File: config.mk
export PLATFORM = sky130hd
export DESIGN_NAME = bnn_seq_engine_flat
export DESIGN_NICKNAME = d
export VERILOG_FILES = /design/src/rtl/bnn_seq_engine_pkg.sv /design/src/rtl/bnn_seq_engine_if.sv /design/src/rtl/bnn_seq_engine_neuron_eval.sv /design/src/rtl/bnn_seq_engine.sv /design/src/flat_wrapper.sv
export SDC_FILE = /design/constraint.sdc
export NUM_CORES = 1
export LEC_CHECK = 0
export CORE_MARGIN = 3
export CORE_UTILIZATION = 35
export DETAILED_ROUTE_END_ITERATION = 6
export PLACE_DENSITY = 0.56
export SYNTH_ARGS = -nofsm -noshare
export SYNTH_HDL_FRONTEND = slang
export SYNTH_SLANG_ARGS = --single-unit
File: constraint.sdc
create_clock -name clk -period 17.4 [get_ports clk]
set_clock_uncertainty 0.05 [all_clocks]
set_input_delay 3.48 -clock clk [delete_from_list [all_inputs] [get_ports clk]]
set_output_delay 3.48 -clock clk [all_outputs]
set_load 0.01 [all_outputs]
File: src/rtl/bnn_seq_engine_pkg.sv
// Shared types and sizing helpers for the sequential BNN engine.
package bnn_pkg;

  localparam int NIBBLE_W = 4;

  typedef enum logic [1:0] {
    IDLE = 2'd0,
    RUN  = 2'd1,
    DONE = 2'd2
  } state_t;

  // Nibbles needed to carry W weight bits plus TH_W threshold bits.
  function automatic int rec_nib(input int w, input int th_w);
    return (w + th_w + NIBBLE_W - 1) / NIBBLE_W;
  endfunction

  function automatic int num_neurons(input int w, input int n_layers, input int n_out);
    return w * (n_layers - 1) + n_out;
  endfunction

  // Keeps counter widths at least one bit for degenerate sizes.
  function automatic int clog2_min1(input int v);
    return (v > 1) ? $clog2(v) : 1;
  endfunction

endpackage

File: src/rtl/bnn_seq_engine_if.sv
// Control, load and result signals of bnn_seq_engine.
// Optional class_idx output exists only when BNN_ARGMAX_EN is defined.
interface bnn_seq_engine_if #(
  parameter int W     = 8,
  parameter int N_OUT = 4
);
  localparam int CLS_W = (N_OUT > 1) ? $clog2(N_OUT) : 1;

  logic             ena;
  logic             start;
  logic [W-1:0]     x_in;
  logic             load_start;
  logic             load_valid;
  logic [3:0]       load_data;
  logic             load_ready;
  logic             load_done;
  logic             busy;
  logic             out_valid;
  logic [N_OUT-1:0] y;
`ifdef BNN_ARGMAX_EN
  logic [CLS_W-1:0] class_idx;
`endif

  modport master (
    output ena, start, x_in, load_start, load_valid, load_data,
`ifdef BNN_ARGMAX_EN
    input  class_idx,
`endif
    input  load_ready, load_done, busy, out_valid, y
  );

  modport slave (
    input  ena, start, x_in, load_start, load_valid, load_data,
`ifdef BNN_ARGMAX_EN
    output class_idx,
`endif
    output load_ready, load_done, busy, out_valid, y
  );

endinterface

File: src/rtl/bnn_seq_engine_neuron_eval.sv
// Combinational XNOR-popcount-threshold evaluation of one binary neuron.
module bnn_neuron_eval #(
  parameter int W    = 8,
  parameter int TH_W = $clog2(W + 1)
) (
  input  logic [W-1:0]    i_act,
  input  logic [W-1:0]    i_wgt,
  input  logic [TH_W-1:0] i_th,
  output logic [TH_W-1:0] o_pc,
  output logic            o_fire
);

  logic [TH_W-1:0] w_pc;

  // Popcount of agreeing activation/weight bits.
  always_comb begin
    w_pc = '0;
    for (int i = 0; i < W; i++) begin
      w_pc = w_pc + TH_W'(~(i_act[i] ^ i_wgt[i]));
    end
  end

  assign o_pc   = w_pc;
  assign o_fire = (w_pc >= i_th);

endmodule

File: src/rtl/bnn_seq_engine.sv
// Time-multiplexed BNN: nibble-serial weight load, one neuron evaluated per cycle.
// Optional argmax output enabled by defining BNN_ARGMAX_EN.
module bnn_seq_engine
  import bnn_pkg::*;
#(
  parameter int W        = 8,
  parameter int N_LAYERS = 3,
  parameter int N_OUT    = 4
) (
  input logic              clk,
  input logic              rst_n,
  bnn_seq_engine_if.slave  bus
);

  localparam int TH_W    = $clog2(W + 1);
  localparam int REC_NIB = rec_nib(W, TH_W);
  localparam int REC_W   = REC_NIB * NIBBLE_W;
  localparam int NN      = num_neurons(W, N_LAYERS, N_OUT);
  localparam int IDX_W   = clog2_min1(NN);
  localparam int NIB_W   = clog2_min1(REC_NIB);
  localparam int LAY_W   = clog2_min1(N_LAYERS);
  localparam int N_W     = clog2_min1(W);
  localparam int CLS_W   = (N_OUT > 1) ? $clog2(N_OUT) : 1;

  logic [REC_W-1:0] r_rec [NN];
  logic [IDX_W-1:0] r_neu_ptr;
  logic [NIB_W-1:0] r_nib_ptr;
  logic             r_load_done;

  state_t           r_state;
  logic             r_busy;
  logic             r_out_valid;
  logic [N_OUT-1:0] r_y;
  logic [W-1:0]     r_act;
  logic [W-1:0]     r_nxt;
  logic [LAY_W-1:0] r_layer;
  logic [N_W-1:0]   r_n;

  logic [IDX_W-1:0] w_idx;
  logic [REC_W-1:0] w_rec;
  logic             w_fire;
  logic             w_accept;
  logic             w_last_layer;
  logic             w_last_n;
  logic [W-1:0]     w_nxt_fresh;
`ifdef BNN_ARGMAX_EN
  logic [TH_W-1:0]  w_pc;
  logic [TH_W-1:0]  r_best_pc;
  logic [CLS_W-1:0] r_best_idx;
  logic [CLS_W-1:0] r_class_idx;
`else
  logic [TH_W-1:0]  w_pc_unused;
`endif

  assign w_idx        = IDX_W'(r_layer) * IDX_W'(W) + IDX_W'(r_n);
  assign w_rec        = r_rec[w_idx];
  assign w_accept     = bus.ena & bus.load_valid & ~r_busy;
  assign w_last_layer = (r_layer == LAY_W'(N_LAYERS - 1));
  assign w_last_n     = w_last_layer ? (r_n == N_W'(N_OUT - 1)) : (r_n == N_W'(W - 1));

  // Next-layer vector including the bit being decided this cycle.
  always_comb begin
    w_nxt_fresh      = r_nxt;
    w_nxt_fresh[r_n] = w_fire;
  end

  bnn_neuron_eval #(.W(W), .TH_W(TH_W)) u_eval (
    .i_act  (r_act),
    .i_wgt  (w_rec[W-1:0]),
    .i_th   (w_rec[W+TH_W-1:W]),
`ifdef BNN_ARGMAX_EN
    .o_pc   (w_pc),
`else
    .o_pc   (w_pc_unused),
`endif
    .o_fire (w_fire)
  );

  // Record/pointer load protocol; load_start wins over a same-cycle beat.
  always_ff @(posedge clk or negedge rst_n) begin
    if (!rst_n) begin
      for (int i = 0; i < NN; i++) r_rec[i] <= '0;
      r_neu_ptr   <= '0;
      r_nib_ptr   <= '0;
      r_load_done <= 1'b0;
    end else if (bus.ena && bus.load_start) begin
      r_neu_ptr   <= '0;
      r_nib_ptr   <= '0;
      r_load_done <= 1'b0;
    end else if (w_accept) begin
      r_rec[r_neu_ptr][int'(r_nib_ptr) * NIBBLE_W +: NIBBLE_W] <= bus.load_data;
      if (r_nib_ptr == NIB_W'(REC_NIB - 1)) begin
        r_nib_ptr <= '0;
        if (r_neu_ptr == IDX_W'(NN - 1)) begin
          r_neu_ptr   <= '0;
          r_load_done <= 1'b1;
        end else begin
          r_neu_ptr <= r_neu_ptr + IDX_W'(1);
        end
      end else begin
        r_nib_ptr <= r_nib_ptr + NIB_W'(1);
      end
    end
  end

  // Inference sequencer: IDLE -> RUN (one neuron per enabled cycle) -> DONE.
  always_ff @(posedge clk or negedge rst_n) begin
    if (!rst_n) begin
      r_state     <= IDLE;
      r_busy      <= 1'b0;
      r_out_valid <= 1'b0;
      r_y         <= '0;
      r_act       <= '0;
      r_nxt       <= '0;
      r_layer     <= '0;
      r_n         <= '0;
`ifdef BNN_ARGMAX_EN
      r_best_pc   <= '0;
      r_best_idx  <= '0;
      r_class_idx <= '0;
`endif
    end else if (bus.ena) begin
      r_out_valid <= 1'b0;
      case (r_state)
        IDLE: begin
          if (bus.start) begin
            r_act   <= bus.x_in;
            r_nxt   <= '0;
            r_layer <= '0;
            r_n     <= '0;
            r_busy  <= 1'b1;
            r_state <= RUN;
          end
        end
        RUN: begin
          r_nxt[r_n] <= w_fire;
`ifdef BNN_ARGMAX_EN
          // Strict compare keeps the lowest index on ties.
          if (w_last_layer && ((r_n == '0) || (w_pc > r_best_pc))) begin
            r_best_pc  <= w_pc;
            r_best_idx <= CLS_W'(r_n);
          end
`endif
          if (w_last_layer && w_last_n) begin
            r_state <= DONE;
          end else if (w_last_n) begin
            r_act   <= w_nxt_fresh;
            r_layer <= r_layer + LAY_W'(1);
            r_n     <= '0;
          end else begin
            r_n <= r_n + N_W'(1);
          end
        end
        DONE: begin
          r_y         <= r_nxt[N_OUT-1:0];
          r_out_valid <= 1'b1;
          r_busy      <= 1'b0;
          r_state     <= IDLE;
`ifdef BNN_ARGMAX_EN
          r_class_idx <= r_best_idx;
`endif
        end
        default: r_state <= IDLE;
      endcase
    end
  end

  assign bus.load_ready = ~r_busy;
  assign bus.load_done  = r_load_done;
  assign bus.busy       = r_busy;
  assign bus.out_valid  = r_out_valid;
  assign bus.y          = r_y;
`ifdef BNN_ARGMAX_EN
  assign bus.class_idx  = r_class_idx;
`endif

endmodule
File: src/flat_wrapper.sv
// flat-port wrapper written by rule: the top's interface ports become plain ports
module bnn_seq_engine_flat import bnn_pkg::*;
#(
  parameter int W        = 8,
  parameter int N_LAYERS = 3,
  parameter int N_OUT    = 4
)
  (clk, rst_n, bus_ena, bus_start, bus_x_in, bus_load_start, bus_load_valid, bus_load_data, bus_load_ready, bus_load_done, bus_busy, bus_out_valid, bus_y);
  bnn_seq_engine_if #(.W(W), .N_OUT(N_OUT)) bus_i ();
  input logic clk;
  input logic rst_n;
  input wire logic [$bits(bus_i.ena)-1:0] bus_ena;
  input wire logic [$bits(bus_i.start)-1:0] bus_start;
  input wire logic [$bits(bus_i.x_in)-1:0] bus_x_in;
  input wire logic [$bits(bus_i.load_start)-1:0] bus_load_start;
  input wire logic [$bits(bus_i.load_valid)-1:0] bus_load_valid;
  input wire logic [$bits(bus_i.load_data)-1:0] bus_load_data;
  output wire logic [$bits(bus_i.load_ready)-1:0] bus_load_ready;
  output wire logic [$bits(bus_i.load_done)-1:0] bus_load_done;
  output wire logic [$bits(bus_i.busy)-1:0] bus_busy;
  output wire logic [$bits(bus_i.out_valid)-1:0] bus_out_valid;
  output wire logic [$bits(bus_i.y)-1:0] bus_y;
  assign bus_i.ena = bus_ena;
  assign bus_i.start = bus_start;
  assign bus_i.x_in = bus_x_in;
  assign bus_i.load_start = bus_load_start;
  assign bus_i.load_valid = bus_load_valid;
  assign bus_i.load_data = bus_load_data;
  assign bus_load_ready = bus_i.load_ready;
  assign bus_load_done = bus_i.load_done;
  assign bus_busy = bus_i.busy;
  assign bus_out_valid = bus_i.out_valid;
  assign bus_y = bus_i.y;
  bnn_seq_engine #(.W(W), .N_LAYERS(N_LAYERS), .N_OUT(N_OUT)) u_core (.clk(clk), .rst_n(rst_n), .bus(bus_i));
endmodule
## After elaboration in Yosys (flattened, before gate mapping)

Cells that the tools add are included.

| word-level totals | value |
|---|---|
| register bits after elaboration | 277 |
| input port bits | 18 |
| logic and storage cells | 145 |

| operators by class | value |
|---|---|
| add/subtract/negate cells | 13 |
| $lt $le $gt $ge | 6 |
| equality and inequality tests | 11 |
| shifts and indexed selects | 2 |
| mux-type cells | 41 |
| bitwise logic cells | 22 |
| reduce and logical (&&, ||, !) cells | 19 |

Operators with widths:

| operator | number |
|---|---|
| $bwmux 240 | 1 |
| $bmux 12 s5 | 1 |
| $demux 12 s5 | 1 |
| $mux 12 | 3 |
| $neg 4->33 | 1 |
| $shift 4x33->12 const A | 1 |
| $shiftx 4x33->12 | 1 |
| $mux 8 | 4 |
| $pmux 8 s2 | 2 |
| $add 4x4->4 | 7 |
| $not 1->4 | 7 |
| $mux 5 | 4 |
| $mux 2 | 8 |
| $ge 6x6->1 const B | 2 |
| $not 5->6 | 2 |
| $reduce_and 3->1 | 4 |
| $reduce_bool 2->1 | 5 |
| $mux 3 | 3 |
| $bwmux 8 | 1 |
| $mux 1 | 8 |
| $pmux 2 s2 | 2 |
| $xor 1x1->1 | 8 |
| $eq 2x2->1 const B | 3 |
| $lt 6x1->1 const B | 1 |
| 24 further kinds | 34 |

## Longest topological paths before layout

Gate-level depths: netlist of the first run.

| depth | value |
|---|---|
| depth in word-level cells | 19 |
| gate-level depth with buffers | 23 |
| mapped depth without buffers | 20 |

## Cells and area by module

From an unflattened synthesis of the first run, not the netlist that was laid out.

| second synthesis, totals | value |
|---|---|
| cell total of the unflattened synthesis | 1126 |
| area, all modules | 13990.9 um^2 |

By module, submodules not included:

| module | times used | cells an instance | area each (um^2) | sequential area each (um^2) |
|---|---|---|---|---|
| bnn_seq_engine | 1 | 1088 | 13656.8 | 6931.6 |
| bnn_neuron_eval | 1 | 38 | 334.1 | 0.0 |

## Worst setup path before layout of the first run

No wires, ideal clock.

| timing | value |
|---|---|
| path kind | reg2reg |
| from | reg u_core.r_n[0] |
| to | reg u_core.r_act[6] |
| library setup time | 125 ps |
| data arrival time | 5377 ps |
| required time | 17225 ps |
| slack | 11848 ps |
| cell stages (with the launch flop) | 22 |
| cells stage by stage | dfrtp_1 -> buf_6 -> buf_6 -> mux2_4 -> a221oi_2 -> o211ai_1 -> a31oi_1 -> xnor2_1 -> fa_1 -> inv_1 -> fa_1 -> fa_1 -> inv_1 -> ha_1 -> inv_1 -> fa_1 -> inv_1 -> ha_1 -> a2111oi_4 -> o41ai_1 -> mux2_2 -> mux2_2 |

| on the way | value |
|---|---|
| cells in the longest elaborated chain, start to end | 19 |
| elaborated cells on any way between the ends | 45 |
| classes of those cells | add/sub (8); order compare (3); eq/ne (4); mux (10); bitwise (17); reduce/logical (3) |

Ends and longest elaborated chain:

| item | RTL line | source |
|---|---|---|
| start: declaration | bnn_seq_engine.sv:37 | `logic [N_W-1:0] r_n;` |
| start signal: assignment | bnn_seq_engine.sv:151 | `r_n <= r_n + N_W'(1);` |
| $add 5x3->5 | bnn_seq_engine.sv:55 | `assign w_idx = IDX_W'(r_layer) * IDX_W'(W) + IDX_W'(r_n);` |
| $not 5->6 (implied by the code) | bnn_seq_engine.sv:56 | `assign w_rec = r_rec[w_idx];` |
| $bmux 12 s5 | bnn_seq_engine.sv:56 |  |
| $mux 12 (implied by the code) (2 in series) | bnn_seq_engine.sv:56 |  |
| $xor 1x1->1 | bnn_seq_engine_neuron_eval.sv:19 | `w_pc = w_pc + TH_W'(~(i_act[i] ^ i_wgt[i]));` |
| $not 4->4 / $not 1->4 (equally long branches) | bnn_seq_engine_neuron_eval.sv:19 |  |
| $add 4x4->4 (7 in series) | bnn_seq_engine_neuron_eval.sv:19 |  |
| $ge 4x4->1 | bnn_seq_engine_neuron_eval.sv:24 | `assign o_fire = (w_pc >= i_th);` |
| $bwmux 8 | bnn_seq_engine.sv:64 | `w_nxt_fresh[r_n] = w_fire;` |
| $mux 8 | bnn_seq_engine.sv:146 | `end else if (w_last_n) begin` |
| $mux 8 | bnn_seq_engine.sv:144 | `if (w_last_layer && w_last_n) begin` |
| $pmux 8 s2 | bnn_seq_engine.sv:124 | `case (r_state)` |
| end signal: assignment | bnn_seq_engine.sv:127 | `r_act <= bus.x_in;` |
| end signal: assignment | bnn_seq_engine.sv:147 | `r_act <= w_nxt_fresh;` |
| end: declaration | bnn_seq_engine.sv:34 | `logic [W-1:0] r_act;` |

Several ways; a longest one is shown, not always the timed one. The select of a mux whose other input is x is not followed.
A chain may end at the register's enable or synchronous reset.

## Final worst setup path of the first run

| timing | value |
|---|---|
| from | reg u_core.r_n[1] |
| to | reg u_core.r_act[6] |

The elaborated chain is that of the path after synthesis.

==> results of run 1 <==
worst max path at each step:
stage | start | endpoint | depth (start not counted)
floorplan | u_core.r_n[0] | u_core.r_act[6] | 21
global route | u_core.r_n[1] | u_core.r_act[6] | 20
CTS | u_core.r_n[1] | u_core.r_act[6] | 20
detailed placement | u_core.r_n[2] | u_core.r_act[6] | 20
global placement | u_core.r_n[1] | u_core.r_act[6] | 20
finish | u_core.r_n[1] | u_core.r_act[6] | 20
flip-flops by register name, summed over array words and instances, names as in the netlist:
register	count
u_core.r_rec	240
u_core.r_nxt	8
u_core.bus.out_valid	1
u_core.bus.load_done	1
u_core.bus.busy	1
u_core.r_nib_ptr	2
u_core.bus.y	4
u_core.r_layer	2
u_core.r_neu_ptr	5
u_core.r_state	2
u_core.r_n	3
u_core.r_act	8
where the power goes:
part | total (mW) | switching [mW] | internal (mW)
logic | 1.07 | 0.669 | 0.403
registers | 0.723 | 0.0489 | 0.674
clock network | 0.680 | 0.269 | 0.411
total | 2.47 | 0.986 | 1.49
stage by stage:
| step | setup slack (ps) | area, um2 | hold WS [ps] |
|---|---|---|---|
| floorplan | 11850 | 14000 | 382 |
| global placement | 10630 | 14600 | 417 |
| detailed placement | 10590 | 14600 | 420 |
| CTS | 10570 | 15600 | 434 |
| global route | 10180 | 15600 | 459 |
| finish | 10540 | 15600 | 433 |
final cells by class:
type                       instances  area [um2]
timing repair buffer              39         360
inverter                          28         105
tap                              518         648
clock buffer                      45         888
fill                            3641       23400
sequential                       277        6940
multi-input combinational        756        6540
clock inverter                    11         165
logic make-up after synthesis:
logic type               Yosys count  synth area share (%)
buffers and inverters            106                  3.63
multiplexers                     323                  26.6
AO/OA/AOI/OAI                    182                  9.44
flip-flops                       277                  49.6
XOR/XNOR                           9                 0.564
adder cells (fa/ha/maj)           22                  2.18
AND/OR/NAND/NOR                  220                  8.00
routing by layer:
metal | up-vias | track usage, % | wire length (um)
met5 | - | 0 | 0
met4 | 0 | 5.04 | 999
met3 | 64 | 3.51 | 2680
met2 | 334 | 29.2 | 18100
met1 | 4892 | 27.9 | 18600
li1 | 4163 | - | -
cells in the final DEF, fill, tap and decap left out, drive strengths merged, types with 24 or more instances in the layout:
cell | netlist | final
a21oi | 26 | 26
clkbuf | 38 | 45
clkdlybuf4s50 | 0 | 24
dfrtp | 277 | 277
inv | 27 | 28
mux2 | 272 | 272
mux2i | 40 | 40
nand2 | 79 | 79
nand3 | 28 | 28
nor2 | 31 | 31
o21ai | 44 | 44
tightest hold or removal path: stages, from the launching register on:
cell	delay, ps
dfrtp_1	340
nand2_1	50
o21ai_0	60
==> impl_results.md, run 1 <==
- Min cycle time layout: 6860 ps
- Post-CTS Setup Inserts: 0
- Reg2reg end: u_core.r_act[6]
- Drt wl/cell: 24.1 um
- Residual DRC: 0
- CP Buf/Inv Count: 5
- Post-CTS resize count: 0
- Initial Util: 35.8%
- Post-synthesis sequential area ratio: 49.6%
- Leak Pwr: 7.26 nW
- Most common cell in the netlist: dfrtp_1
- Die area: 42400 um2
- Final core occ: 40.1%
- Total Routed Length: 40.4 mm
- IO Port Bufs: 25
- Final Net Count: 1173
- Worst hold path depth: 2
- Hold_buf cts: 0
- Share of layout cells above drive strength 1: 31.7%
- CP max FO: 49
- Cell Area, Synth: 14000 um2
- Largest net degree at the start of global routing: 129
- Clk_lat worst skew: 570 ps
- Die width: 206 um
- Worst EP required: 17810 ps
- R2R depth: 20
- Vias per std cell: 5.65
- Max Clk Rate: 146 MHz
- GRT Total Usage: 19.1%
- CP arrival: 7270 ps
- Gpl congestion: 0.872
- Status: finished clean
- Vias in the first global route: 9315
- Setup violators final: 0
- Syn_nets: 1179
- Post-DRT Antenna Nets: 0
- Number of antenna diodes: 0
- Reg2Reg Setup Slack: 10540 ps
- Final TNS setup: 0 ps
- Worst R2R Start: u_core.r_n[1]
- Clock transition at path regs: 60 ps
- Die Y: 206 um
- CTS tree: done
- Clk sinks: 277
- Min-Delay Path Class: reg -> reg
- Top cells by area, synth: dfrtp_1, mux2_2, mux2i_1
- Finished Layout Cells: 1674
- Max-cap violation count: 0
- Vias: 9453
- Area Overhead vs Synth: 11.9%
- Post-synthesis cell count: 1139
- Min-delay src: u_core.r_nxt[5]
- Power per cell area: 158 nW/um2
- Worst-margin pin slew: 1220 ps
- Dpl hpwl: 27.3 mm
- Asr flop ratio synth: 100%
- Hold EP: u_core.r_nxt[5]
- Max IR drop VDD: 0.287 mV
- Cell taking the most area after synthesis: dfrtp_1
- Post-synth top cells: dfrtp_1, mux2_2, nand2_1
- Post-synth EDFFs: 0
- Iteration-0 DRC count of the detailed router: 862
- Row cnt: 72
- Mapped Avg Cell Area: 12.3 um2
- Cell family with most CP delay: adder cells
- Synth top area share: 49.6%
- Global route overflow: 0
- CTS Buffer Depth: 3
- Final Power: 2.47 mW
- Synth cell types: 80
- Worst path max stage delay: 890 ps
- Core ar.: 39000 um2
- Relative slew slack: 17.8%
- Placed Cells: 1618
- Max-slew violation total from the final report: 0
- Crit path capture type: flop
- #FFs+latches synth: 277
- WS Path Type: reg -> reg
- Global-route wire length before repair: 61.4 mm
- CP Launch Type: flop
- CP cell instances: buf_4, nor2b_1, o2bb2ai_1, a221oi_1, a211oi_2, xnor2_1, fa_1, inv_1, fa_1, fa_1, inv_1, ha_1, inv_1, fa_1, inv_1, ha_1, a2111oi_4, o41ai_1, mux2_2, mux2_2
- I/O pins: 26
- Detailed Routing Iterations Pass 1: 7
- Top FF cell, synth: dfrtp_1
- Clock root buffer: clkbuf_16
- RSZ-0062 raised after global routing: false
- Crit share post-route: 39.4%
- H-tree levels: 1
- Slowest-stage cell, CP: dfrtp_4
- Initial antenna violation count: 1
- Yosys Warn Count: 0
- CTS Buf Count: 31
- Final Hold Viols: 0
No activity file was read; power rests on OpenSTA's default activity.
==> inputs of run 2 (changes only) <==
PLACE_DENSITY = 0.58   (was 0.56)
clock period = 6 ns   (was 17.4 ns; I/O delays follow)
==> run 2 against run 1 <==
  * Non-clock buffer count grew 35
  * Utilization grew 0.77 points
  * Critical path depth grew 1
  * Cell area grew 1.9%
  * Largest cell class unchanged
  * Register-to-register slack lost 10000 ps
  * Combinational power grew to 3.4 times the previous value
  * Largest power group unchanged
==> impl_results.md, run 2 (synthesis results as in run 1) <==
- Status: finished clean
- Leak Pwr: 7.45 nW (+2.6%)
- Max-cap violation count: 0 (unchanged)
- Most frequent cells in the layout: dfrtp_1, mux2_2, nand2_1
- Max reg flops: 240 (unchanged)
- GRT Total Usage: 19.0% (-0.065 points)
- R2R depth: 21 (+5.0%)
- I/O pins: 26 (unchanged)
- CP arrival: 6140 ps (-1130 ps)
- Die width: 206 um (unchanged)
- Area Overhead vs Synth: 14.1%
- Final Hold Viols: 0 (unchanged)
- Min-Delay Path Class: reg -> reg
- Worst hold path depth: 2 (unchanged)
- Final Power: 7.60 mW (+210%)
- IO Port Bufs: 25 (unchanged)
- Max IR drop VDD: 0.962 mV (+230%)
- Share of layout cells above drive strength 1: 34.2% (+2.5 points)
- Global route overflow: 0 (unchanged)
- Largest net degree at the start of global routing: 118 (-8.5%)
- Crit path capture type: flop
- Max Clk Rate: 174 MHz (+20%)
- Largest reg by FF count: u_core.r_rec
- Worst EP required: 6400 ps (-11410 ps)
- Final core occ: 40.9% (+0.77 points)
- WS Path Type: reg -> reg
- Post-DRT Antenna Nets: 0 (unchanged)
- Row cnt: 72 (unchanged)
- Max-slew violation total from the final report: 0 (unchanged)
- CTS Buf Count: 31 (unchanged)
- Initial Util: 35.8% (unchanged)
- Total of fill cells in the finished design: 3661 (+0.55%)
- Clk_lat worst skew: 570 ps (about the same)
- Clock root buffer: clkbuf_16
- Number of antenna diodes: 0 (unchanged)
- Core ar.: 39000 um2 (unchanged)
- Initial antenna violation count: 0 (-1)
- Worst-margin pin slew: 1150 ps (-72.9 ps)
- Reg2reg end: u_core.r_act[1]
- CP cell instances: buf_12, nor2_1, nand3_1, o2111a_1, o31ai_1, xnor2_1, fa_1, inv_1, fa_1, fa_1, inv_1, ha_1, inv_1, fa_1, inv_1, ha_1, a2111oi_4, buf_4, or4_1, a31oi_1, mux2_2
- Fin Hold WS: 424 ps (-8.06 ps)
- Min-delay src: u_core.r_nxt[6]
- Residual DRC: 0 (unchanged)
- CTS Buffer Depth: 3 (unchanged)
- Dpl hpwl: 27.8 mm (+1.6%)
- Area occupied by multi-input gates: 6550 um2 (+0.19%)
- Final setup margin: 261 ps (-10280 ps)
- Power per cell area: 477 nW/um2 (+200%)
- Slowest-stage cell, CP: dfrtp_4
- Clock transition at path regs: 60 ps (about the same)
- Setup violators final: 0 (unchanged)
- Relative slew slack: 22.7% (+5.0 points)
- Die Y: 206 um (unchanged)
- H-tree levels: 1 (unchanged)
- CTS tree: done
- Detailed Routing Iterations Pass 1: 7 (unchanged)
- Worst path max stage delay: 540 ps (-350 ps)
- Drt wl/cell: 23.6 um (-2.3%)
- FF/Latch Area: 6940 um2 (unchanged)
- Worst R2R Start: u_core.r_n[0]
- Global-route wire length before repair: 61.2 mm (-0.40%)
- Clk sinks: 277 (unchanged)
- Regs by FF count: u_core.r_rec: 240 flops, u_core.r_act: 8 flops, u_core.r_nxt: 8 flops
- Crit share post-route: 95.7% (+56 points)
- Vias in the first global route: 9659 (+3.7%)
- CP Launch Type: flop
- Iteration-0 DRC count of the detailed router: 867 (+0.58%)
- Final TNS setup: 0 ps (unchanged)
- Die area: 42400 um2 (unchanged)
- Final Net Count: 1208 (+3.0%)
- Reg2Reg Setup Slack: 260 ps (-10280 ps)
- Total Routed Length: 40.3 mm (about the same)
- CP max FO: 8 (-84%)
- Dpl ws: 227 ps (-10360 ps)
- Most common cell after layout, fill and taps aside: dfrtp_1
- Min cycle time layout: 5740 ps (-1120 ps)
- Gpl congestion: 0.886 (+1.6%)
- Hold EP: u_core.r_nxt[6]
- Vias: 9598 (+1.5%)
- Hold_buf cts: 0 (unchanged)
- Vias per std cell: 5.61 (-0.66%)
## run 2: cell types whose count changed in the layout (fill, tap and decap cells not counted), sizes merged
cell / before / now
buf: 15 / 50
bufinv: 4 / 2
clkinv: 6 / 8
clkbuf: 45 / 47
## run 2: cell type report
type	count	area share, %
clock inverters	11	0.698
flip-flops and latches	277	43.5
multi-input cells	756	41.1
well taps	518	4.07
repair buffers	74	4.17
inverters	28	0.659
clock buffers	47	5.81
## run 2: report_power, final
group          internal (mW)  switching, mW
sequential              1.95          0.121
combinational           1.50           2.11
clock                   1.14          0.776
## run 2: timing repair
action,CTS,global route
setup endpoints to repair,0,11
resized for setup,0,3
buffers inserted,0,4
## run 2: worst max path at each step
| stage | startpoint | end | slack (ps) | depth (start not counted) |
|---|---|---|---|---|
| final | u_core.r_n[0] | u_core.r_act[1] | 260 | 21 |
| after global routing | u_core.r_n[0] | u_core.r_act[1] | -20 | 22 |
| after CTS | u_core.r_n[0] | u_core.r_nxt[1] | 170 | 20 |
| after detailed placement | u_core.r_n[0] | u_core.r_nxt[1] | 230 | 20 |
| after global placement | u_core.r_n[0] | u_core.r_nxt[1] | 290 | 20 |
| after floorplan | u_core.r_n[0] | u_core.r_act[6] | 450 | 21 |
## run 2: critical path: cells and delay by family, from the launching register on
kind / cells / cell delay, ps
adder cells (fa/ha/maj): 6 / 2450
AND/OR/NAND/NOR: 3 / 710
AO/OA/AOI/OAI: 4 / 870
flip-flops: 1 / 540
multiplexers: 1 / 260
buffers and inverters: 6 / 610
XOR/XNOR: 1 / 130
## run 2: layer usage
metal	wire length (um)	share of wire [%]	up-vias	GRT usage [%]
met5	0	0	-	0
met3	2930	7.3	58	4.62
met1	18000	45	4984	26.6
met2	18300	45	325	29.8
li1	-	-	4231	-
met4	1060	2.6	0	4.63
## run 2: metrics by stage
| stage | instance area [um2] | cells |
|---|---|---|
| global route | 15900 | 1711 |
| detailed placement | 14800 | 1649 |
| finish | 15900 | 1711 |
| floorplan | 14000 | 1139 |
| global placement | 14800 | 1649 |
| CTS | 15900 | 1707 |
==> inputs of run 3 (changes only) <==
CORE_UTILIZATION = 60   (was 35)
PLACE_DENSITY = 0.83   (was 0.58)
clock period = 6.1 ns   (was 6 ns; I/O delays follow)
==> run 3 against run 2 <==
  * Final cell count down 13%
  * Cell area down 2.9%
  * Register-to-register slack about the same
  * Sequential power about the same
  * Worst setup slack worse by 6.1 ps
  * Critical path depth down 1
  * Total power down 4.5%
  * Sequential cell count unchanged
  * Die area down 41%
  * Sequential share of layout area up 1.3 points
  * Highest routed layer unchanged
==> impl_results.md, run 3 (synthesis results as in run 1) <==
- Die width: 159 um (-23%)
- Fin Hold WS: 436 ps (+11.2 ps)
- Relative slew slack: 21.1% (-1.6 points)
- Core ar.: 22800 um2 (-42%)
- Comb pwr share: 47.8% (+0.3 points)
- Die Y: 159 um (-23%)
- Initial antenna violation count: 0 (unchanged)
- Leak Pwr: 7.34 nW (-1.4%)
- Placed cell areas: 14500 um2 (-2.2%)
- Area Overhead vs Synth: 10.8%
- Clk_lat worst skew: 560 ps (about the same)
- Drt wl/cell: 25.0 um (+6.0%)
- Crit path capture type: flop
- Largest net degree at the start of global routing: 139 (+18%)
- Final Net Count: 1194 (-1.2%)
- Final TNS setup: 0 ps (unchanged)
- H-tree levels: 1 (unchanged)
- Hold_buf cts: 0 (unchanged)
- Max-slew violation total from the final report: 0 (unchanged)
- Total Routed Length: 37.2 mm (-7.8%)
- Gpl congestion: 0.978 (+10%)
- Initial Util: 61.3% (+26 points)
- Clock power frac: 24.0% (-1.3 points)
- Status: finished clean
- RSZ-0062 raised after global routing: false
- Vias: 9962 (+3.8%)
- Power per cell area: 469 nW/um2 (-1.7%)
- Seq pwr share: 28.2% (+0.9 points)
- Min-Delay Path Class: reg -> reg
- CTS tree: done
- Worst-margin pin slew: 1180 ps (+24.2 ps)
- Min cycle time layout: 5850 ps (+106 ps)
- CP Launch Type: flop
- Switching share of total power: 40.1% (+0.54 points)
- Row cnt: 55 (-24%)
- IO Port Bufs: 25 (unchanged)
- Most frequent cells in the layout: dfrtp_1, mux2_2, nand2_1
- GRT Total Usage: 29.5% (+11 points)
- Global-route wire length before repair: 57.0 mm (-6.8%)
- I/O pins: 26 (unchanged)
- Sw power: 2.91 mW (-3.2%)
- Setup violators final: 0 (unchanged)
- Vias per std cell: 6.69 (+19%)
- Total of fill cells in the finished design: 1570 (-57%)
- Dpl hpwl: 25.3 mm (-8.9%)
- Crit share post-route: 95.8% (+0.17 points)
- Pint: 4.35 mW (-5.3%)
- Number of antenna diodes: 0 (unchanged)
- Share of layout cells above drive strength 1: 33.2% (-0.95 points)
- Regs by FF count: u_core.r_rec: 240 flops, u_core.r_act: 8 flops, u_core.r_nxt: 8 flops
- Die area: 25200 um2 (-41%)
- CP max FO: 16 (+8)
- Finished Cell Area: 15500 um2 (-2.9%)
- Detailed Routing Iterations Pass 1: 5 (-2)
- Finished Layout Cells: 1489 (-13%)
- Max-cap violation count: 0 (unchanged)
- Worst EP required: 6490 ps (+90 ps)
- Clock transition at path regs: 70 ps (about the same)
- Residual DRC: 0 (unchanged)
- Vias in the first global route: 9953 (+3.0%)
- Final Hold Viols: 0 (unchanged)
- Placed Cells: 1435 (-13%)
- Max Clk Rate: 171 MHz (-1.8%)
- CP arrival: 6240 ps (+100 ps)
- WS Path Type: reg -> reg
- Max reg flops: 240 (unchanged)
- Post-DRT Antenna Nets: 0 (unchanged)
- Most common cell after layout, fill and taps aside: dfrtp_1
- Clock root buffer: clkbuf_16
- CTS Buf Count: 29 (-6.5%)
- Iteration-0 DRC count of the detailed router: 1228 (+42%)
- Max IR drop VDD: 0.664 mV (-31%)
- CTS Buffer Depth: 3 (unchanged)
- Largest reg by FF count: u_core.r_rec
- Clk sinks: 277 (unchanged)
- Global route overflow: 0 (unchanged)
## run 3: metrics by stage
step	utilization (%)	total power, mW	worst slack [ps]
finish	68.0	7.26	255
global route	68.0	7.64	18.8
global placement	63.8	5.25	443
CTS	67.9	7.12	256
floorplan	-	4.35	548
detailed placement	63.8	5.37	304
## run 3: path summary, 6_finish.rpt
kind                                       from                 to  slack [ps]  cells past startpoint
worst max-delay path              u_core.r_n[0]    u_core.r_act[4]         250                     20
worst min-delay path            u_core.r_nxt[6]    u_core.r_nxt[6]         440                      2
worst max register to register    u_core.r_n[0]    u_core.r_act[4]         250                     20
worst min register to register  u_core.r_nxt[6]    u_core.r_nxt[6]         440                      2
max in group asynchronous                 rst_n      u_core.r_n[0]        4180                      2
min in group asynchronous                 rst_n  u_core.r_rec[224]         610                      1
## run 3: layout make-up
type / count / area, um2 / area share [%]
Clock buffer: 39 / 803 / 5.19
Multi-Input combinational cell: 756 / 6550 / 42.3
Inverter: 28 / 105 / 0.679
Clock inverter: 14 / 130 / 0.840
Tap cell: 313 / 392 / 2.53
Sequential cell: 277 / 6940 / 44.8
Timing Repair Buffer: 62 / 562 / 3.63
## run 3: what timing repair did
item | 4_1_cts | 5_1_grt
resized for setup | 0 | 4
hold endpoints to repair | 0 | 0
buffers inserted | 0 | 1
setup endpoints to repair | 0 | 8
## run 3: critical path, stage by stage (launching register included)
cell	delay, ps
dfrtp_4	590
buf_6	210
or4b_2	700
o22ai_1	150
a31oi_1	80
xnor2_1	170
fa_1	540
inv_1	70
fa_1	510
fa_1	480
inv_1	70
ha_1	160
inv_1	60
fa_1	470
inv_1	40
ha_1	320
a2111oi_4	330
buf_4	220
or4_1	110
a31oi_1	80
mux2_2	320
## run 3: power by group through the flow
| stage | Clock [mW] | Sequential (mW) | Combinational (mW) |
|---|---|---|---|
| after floorplan | 0 | 1.99 | 2.35 |
| after global placement | 0 | 2.07 | 3.18 |
| final | 1.74 | 2.05 | 3.47 |
| after global routing | 1.83 | 2.05 | 3.76 |
| after CTS | 1.75 | 2.04 | 3.33 |
| after detailed placement | 0 | 2.08 | 3.29 |
## run 3: layer usage
metal	up-vias	global-route usage [%]	wire length [um]
li1	4200	-	-
met1	5007	41.3	14700
met2	614	45.2	16800
met3	141	5.35	3640
met4	0	13.7	2080
met5	-	0	0
